**config.mk**
```make
export PLATFORM = sky130hd
export DESIGN_NAME = interrupt_sequencer
export DESIGN_NICKNAME = d
export VERILOG_FILES = /design/src/rtl/cpu_int_pkg.sv /design/src/rtl/interrupt_sequencer.sv
export SDC_FILE = /design/constraint.sdc
export NUM_CORES = 1
export LEC_CHECK = 0
export CORE_MARGIN = 2
export CORE_UTILIZATION = 35
export CTS_CLUSTER_SIZE = 28
export DETAILED_ROUTE_END_ITERATION = 16
export PLACE_DENSITY = 0.68
export SLEW_MARGIN = 10
export SYNTH_ARGS = -nofsm -noshare
export SYNTH_HDL_FRONTEND = slang
export SYNTH_SLANG_ARGS = --single-unit
```
**constraint.sdc**
```tcl
create_clock -name clk -period 1.74 [get_ports clk]
set_clock_uncertainty 0.05 [all_clocks]
set_input_delay 0.348 -clock clk [delete_from_list [all_inputs] [get_ports clk]]
set_output_delay 0.348 -clock clk [all_outputs]
set_load 0.1 [all_outputs]
```
**src/rtl/cpu_int_pkg.sv**
```systemverilog
// Constants shared by the interrupt controller and the CPU-side interrupt sequencer:
// the FSM encoding, the default ISR vector and the interrupt ID width.
package cpu_int_pkg;

  localparam int INT_ID_W        = 8;
  localparam int INT_VECTOR_ADDR = 1;

  localparam logic [2:0] S_IDLE   = 3'd0;
  localparam logic [2:0] S_WAIT   = 3'd1;
  localparam logic [2:0] S_ENTER  = 3'd2;
  localparam logic [2:0] S_ISR    = 3'd3;
  localparam logic [2:0] S_RETURN = 3'd4;

endpackage

```
**src/rtl/interrupt_sequencer.sv**
```systemverilog
// CPU-side interrupt handshake: accepts a request, waits for a safe boundary, redirects fetch
// to the vector, and on reti redirects back to the saved resume PC.
module interrupt_sequencer
  import cpu_int_pkg::*;
#(
  parameter int ADDR_W      = 32,
  parameter int ID_W        = INT_ID_W,
  parameter int VECTOR_ADDR = INT_VECTOR_ADDR,
  parameter int CNT_W       = 16
) (
  input  logic              clk,
  input  logic              reset_n,
  input  logic              int_cpu,
  input  logic [ID_W-1:0]   int_id,
  output logic              int_disabled,
  input  logic              safe_point,
  input  logic [ADDR_W-1:0] pc_resume,
  input  logic              reti_valid,
  output logic              redirect_valid,
  output logic [ADDR_W-1:0] redirect_pc,
  input  logic              redirect_ready,
  output logic              flush,
  output logic              in_isr,
  output logic [ID_W-1:0]   cause_id,
  output logic [ADDR_W-1:0] epc,
  output logic              reti_err,
  output logic [CNT_W-1:0]  int_count
);

  localparam logic [ADDR_W-1:0] VECTOR_PC = ADDR_W'(VECTOR_ADDR);

  logic [2:0]        r_state;
  logic              r_int_disabled;
  logic              r_redirect_valid;
  logic [ADDR_W-1:0] r_redirect_pc;
  logic [ID_W-1:0]   r_cause_id;
  logic [ADDR_W-1:0] r_epc;
  logic              r_reti_err;
  logic [CNT_W-1:0]  r_int_count;

  // NOTE: every register here is written with <= so all of them update from the same
  // pre-edge values; a blocking assignment would leak new values into later statements.
  always_ff @(posedge clk or negedge reset_n) begin
    if (!reset_n) begin
      r_state          <= S_IDLE;
      r_int_disabled   <= 1'b0;
      r_redirect_valid <= 1'b0;
      r_redirect_pc    <= '0;
      r_cause_id       <= '0;
      r_epc            <= '0;
      r_reti_err       <= 1'b0;
      r_int_count      <= '0;
    end else begin
      r_reti_err <= reti_valid && (r_state != S_ISR);
      case (r_state)
        S_IDLE: begin
          if (int_cpu) begin
            r_cause_id     <= int_id;
            r_int_disabled <= 1'b1;
            if (r_int_count != {CNT_W{1'b1}}) r_int_count <= r_int_count + CNT_W'(1);
            r_state        <= S_WAIT;
          end
        end
        S_WAIT: begin
          if (safe_point) begin
            r_epc            <= pc_resume;
            r_redirect_pc    <= VECTOR_PC;
            r_redirect_valid <= 1'b1;
            r_state          <= S_ENTER;
          end
        end
        S_ENTER: begin
          if (redirect_ready) begin
            r_redirect_valid <= 1'b0;
            r_state          <= S_ISR;
          end
        end
        S_ISR: begin
          // reti takes priority; a concurrent int_cpu is simply not looked at here.
          if (reti_valid) begin
            r_redirect_pc    <= r_epc;
            r_redirect_valid <= 1'b1;
            r_state          <= S_RETURN;
          end
        end
        S_RETURN: begin
          if (redirect_ready) begin
            r_redirect_valid <= 1'b0;
            r_int_disabled   <= 1'b0;
            r_state          <= S_IDLE;
          end
        end
        default: r_state <= S_IDLE;
      endcase
    end
  end

  // NOTE: flush and in_isr are pure continuous decodes of registers, so no latch can form.
  assign flush          = r_redirect_valid && (r_state == S_ENTER);
  assign in_isr         = (r_state == S_ISR) || (r_state == S_RETURN);
  assign int_disabled   = r_int_disabled;
  assign redirect_valid = r_redirect_valid;
  assign redirect_pc    = r_redirect_pc;
  assign cause_id       = r_cause_id;
  assign epc            = r_epc;
  assign reti_err       = r_reti_err;
  assign int_count      = r_int_count;

endmodule
```
# ---- Word-level counts from Yosys, hierarchy flattened
# Cells that the tools add are included.
dict set report word_totals {
  elab_cells 51
  inputBits 46
  register_bits 94
}
dict set report classes {
  n_eq_ne 12
  mux 15
  addsub 1
  n_reduce_logical 15
}
# op n
set ops {}
lappend ops {{32-bit two-way mux} 2}
lappend ops {{32-bit case mux with 2 select lines} 1}
lappend ops {{16-bit by 1-bit adder with 16-bit output (second input constant)} 1}
lappend ops {{16-bit inequality test (second input constant)} 1}
lappend ops {{3-bit two-way mux} 5}
lappend ops {{3-bit case mux with 5 select lines} 1}
lappend ops {{2-bit inequality test (second input constant)} 5}
lappend ops {{3-bit AND reduction} 3}
lappend ops {{3-bit by 2-bit equality test with 1-bit output (second input constant)} 2}
lappend ops {{5-bit AND reduction} 1}
lappend ops {{1-bit two-way mux} 4}
lappend ops {{2-bit AND reduction} 2}
lappend ops {{4-bit AND reduction} 1}
lappend ops {{2-bit nonzero test} 2}
lappend ops {{3-bit by 1-bit equality test with 1-bit output (second input constant)} 1}
lappend ops {{3-bit equality test (second input constant)} 1}
lappend ops {{3-bit logical NOT} 1}
lappend ops {{3-bit by 2-bit inequality test with 1-bit output (second input constant)} 1}
lappend ops {{1-bit case mux with 3 select lines} 1}
lappend ops {{3-bit nonzero test} 1}
lappend ops {{1-bit logical AND} 2}
lappend ops {{2-bit by 1-bit inequality test with 1-bit output (second input constant)} 1}
lappend ops {{1-bit case mux with 2 select lines} 1}
lappend ops {{2-bit OR reduction} 1}
lappend ops {{1-bit logical OR} 1}

# ---- Depth between registers and ports, before layout
dict set report logic_depth {
  depth_word 4
  mapped_depth 6
}

# ---- Least setup slack after synthesis
# Ideal clock, no wire load.
dict set report synth_path {
  kind {register to output}
  start {register r_redirect_valid (netlist: redirect_valid)}
  end {output port flush}
  path_stages_with_launch 3
  setup_slack_ps -2865
  arrival_time_ps 4207
  path_buffers 0
  required_ps 1342
  cell_sequence {dfrtp_1 > inv_1 > nor4b_1}
}
dict set report synth_between {
  elab_chain_cells 1
}
# item line_no
set synth_lines {}
lappend synth_lines {{from (decl)} interrupt_sequencer.sv:34} ;# logic r_redirect_valid;
lappend synth_lines {{from (signal assigned)} interrupt_sequencer.sv:47} ;# r_redirect_valid <= 1'b0;
lappend synth_lines {{from (signal assigned)} interrupt_sequencer.sv:68} ;# r_redirect_valid <= 1'b1;
lappend synth_lines {{from (signal assigned)} interrupt_sequencer.sv:74} ;# r_redirect_valid <= 1'b0;
lappend synth_lines {{1-bit logical AND} interrupt_sequencer.sv:99} ;# assign flush = r_redirect_valid && (r_state == S_ENTER);
lappend synth_lines {{to (decl)} interrupt_sequencer.sv:22} ;# output logic flush,
# No other way between the ends.

# ---- Worst setup path in the final report
dict set report layout_path {
  start {register r_state[1]}
  end {output port in_isr}
}
dict set report layout_between {
  elab_chain_cells 2
  word_cells_on_any_way 3
  classes_between {2 x eq/ne; 1 x reduce/logical}
}
# item line_no
set layout_lines {}
lappend layout_lines {{from (decl)} interrupt_sequencer.sv:32} ;# logic [2:0] r_state;
lappend layout_lines {{from (signal assigned)} interrupt_sequencer.sv:45} ;# r_state <= S_IDLE;
lappend layout_lines {{from (signal assigned)} interrupt_sequencer.sv:61} ;# r_state <= S_WAIT;
lappend layout_lines {{from (signal assigned)} interrupt_sequencer.sv:69} ;# r_state <= S_ENTER;
lappend layout_lines {{3-bit by 2-bit equality test with 1-bit output or 3-bit equality test (tied branches)} interrupt_sequencer.sv:100} ;# assign in_isr = (r_state == S_ISR) || (r_state == S_RETURN);
lappend layout_lines {{1-bit logical OR (*)} interrupt_sequencer.sv:100}
lappend layout_lines {{to (decl)} interrupt_sequencer.sv:23} ;# output logic in_isr,
# Mark *: on every way between the ends. The rest lies on a longest branch, timed or not.

==> flow_summary.toml <==
[sta]
fin_crit_sh = 1.05
worstMarginPinSlew_ns = 0.386
slew_violations = 0
hold_viol = 0
worst_slack_ns = -0.0833
rsz0062_at_grt = "yes"
hold_slack_ns = 0.395
setup_viol = 6
timing.slew.headroom = 0.742
fmaxAchievable_mhz = 548
period_minus_slack_ns = 1.82
finalSetupTns_ns = -0.237

[floorplanning]
coreArea_sq_um = 10900
die_area_sq_um = 12000
die_h_microns = 110
dieWidth_microns = 110
start_util = 0.359
io_pins = 139
num_rows = 38

[worst_setup_path]
cp_data_arrival_time_ns = 1.43
critPathMaxFanout = 7
r2r_cells = 5
critPathMaxStageDelay_ns = 0.46
r2r-end = "int_count[15]"
r2r_slack_ns = -0.03
crit_path_top_delay_cell = "dfrtp_2"
crit_chain = "buf_6 -> nand2_2 -> nor2_2 -> a21o_2 -> buf_12"
cpLargestDelayFamily = "flip-flops"
critPathCaptureType = "output port"
critPathLaunchType = "register"
cp_num_buf_inv = 2
cp.depth = 5
worstPathRequired_ns = 1.34
r2r-start = "r_state[1]"
path_class = "reg -> out"

[logic_synthesis]
synth_compound_area_frac = 0.0307
synth_area_per_cell_sq_um = 11.6
yosys.cell_types.count = 42
synth_top_family_by_area = "simple AND/OR/NAND/NOR gates"
synth_seq_cells = 94
synth_top_cell_by_area = "dfrtp_1"
syn_inst = 338
synthTopCellsByArea = "dfrtp_1 (60%), mux2_2 (12%), nand2_1 (7.4%), nand3_1 (4.6%), xor2_1 (2.5%)"
synth_top_area_frac = 0.602
synth_fa_ha_area_frac = 0.00320
ys_warn_count = 0
ys_seq_area_frac = 0.602
synth.cell_area_sq_um = 3910
muxShareOfSynthArea = 0.127
synth_xor_area_frac = 0.0247
synth-simple-area-share = 0.187
syn_nets = 385

[worst_hold_path]
min_path_type = "in -> async"

[place]
dp_hpwl_microns = 7770
io_buffers = 138
dpl_cell_area_sq_um = 6700
place.gp.congestion = 0.753

[status]
status = "finished, violations left"
violations = "negative setup slack"

[cts]
cts.sinks = 94
htreeDepth = 3
clkTransAtPathRegs_ns = 0.10
tritoncts = "yes"
insertion_delay_ns = 0.35
numCtsBuffers = 9
root_buffer = "clkbuf_8"
cts_buffer_depth = 2

[grt]
grt_pass1_vias = 3312
grt_max_degree = 48
grt-ovfl-total = 0
grt_usage = 0.183
grt_pass1_wl_microns = 16800
antenna_found_initial = 0

[route]
drc = 0
dr.pass1.iters = 4
viasPerCell = 4.92
first_iter_violations = 139
drt_wl_total_microns = 10700
wire_per_inst_microns = 16.3
vias = 3239
ant_nets = 0

[cells_and_area]
n_fill_cell = 793
drive_above_1_share = 0.463
nNetsFinal = 560
fin_area_sq_um = 7220
insertedDiodeCount = 0
area_growth_pct = 84.7

[job]
max-cap-violations = 0
metrics by stage:
| stage | util | std cells | setup WS [ns] |
|---|---|---|---|
| 4_1_cts | 0.647 | 648 | -0.110 |
| 3_3_place_gp | 0.615 | 624 | -0.204 |
| 6_report | 0.663 | 658 | -0.0833 |
| 5_1_grt | 0.663 | 658 | -0.136 |
| 2_1_floorplan | - | 338 | -0.440 |
| 3_5_place_dp | 0.615 | 624 | -0.270 |
worst register-to-register path, delay by kind of cell, from the launching register on:
kind	cells	cell delay [ns]
flip-flops	1	0.46
multiplexers	1	0.32
buffers and inverters	1	0.16
AND/OR/NAND/NOR	3	0.68
routing by layer:
layer	wire length, microns	up-vias	track usage
met5	0	-	0
met2	5560	95	0.308
met1	4270	1632	0.225
met3	688	13	0.0486
met4	175	0	0.0660
li1	-	1499	-
cell families after synthesis:
family,after synthesis
AOI/OAI and AO/OA,17
xor gates and xnor gates,11
adders and majority gates,1
buffers and inverters,21
DFF,94
muxes,44
and+or+nand+nor,150
sequential cells by signal, summed over array words and instances, names as in the netlist:
name and cells:
int_count 16, epc 32, redirect_valid 1, reti_err 1, int_disabled 1, r_state 3, cause_id 8, redirect_pc 32
cell type report:
class / instances / area [sq um] / share of cell area
multi-input combinational: 223 / 1590 / 0.221
sequential: 94 / 2420 / 0.335
clock buffer: 12 / 155 / 0.0215
inverter: 5 / 21.3 / 0.00295
tap: 140 / 175 / 0.0243
timing repair buffer: 180 / 2780 / 0.385
clock inverter: 4 / 77.6 / 0.0107
placed cells by master, fill, tap and decap left out, types with 5 or more instances in the layout:
cell type / instances
buf_12: 101
nor3_2: 5
nor2_1: 7
dfrtp_4: 16
mux2_2: 39
clkbuf_8: 11
nand3_1: 34
clkdlybuf4s50_1: 44
buf_4: 28
xor2_1: 11
dfrtp_1: 75
nand2_1: 75
worst max path at each step:
stage	startpoint	to	slack, ns
floorplan	redirect_valid	flush	-0.44
global placement	int_cpu	int_count[10]	-0.20
detailed placement	int_cpu	int_count[10]	-0.27
CTS	r_state[2]	flush	-0.11
global route	r_state[1]	in_isr	-0.14
finish	r_state[1]	in_isr	-0.08
synthesized netlist by cell type (all sizes together):
library cell / instances
a211oi: 1
a21o: 2
a21oi: 2
a22oi: 1
a2bb2oi: 1
a31oi: 1
a32o: 1
and2: 1
and3: 1
and4: 1
and4b: 1
buf: 10
clkbuf: 6
dfrtp: 94
ha: 1
inv: 5
mux2: 43
mux2i: 1
nand2: 77
nand2b: 2
nand3: 36
nand3b: 1
nand4: 5
nor2: 13
nor2b: 2
nor3: 6
nor4: 1
nor4b: 2
o21ai: 4
o22ai: 1
o31a: 1
o31ai: 2
or2: 1
xor2: 11
repair_timing:
item / in CTS / in global routing
hold buffers: 1 / 0
gates cloned: 0 / 2
setup buffers: 7 / 8
pin swaps: 5 / 15
hold endpoints to repair: 25 / 0
resized for setup: 14 / 16
endpoints found under the setup margin: 2 / 24
Power is left out: the tool's default activity adds up to more than one toggle a clock period on the data nets, which glitch-free logic cannot reach.
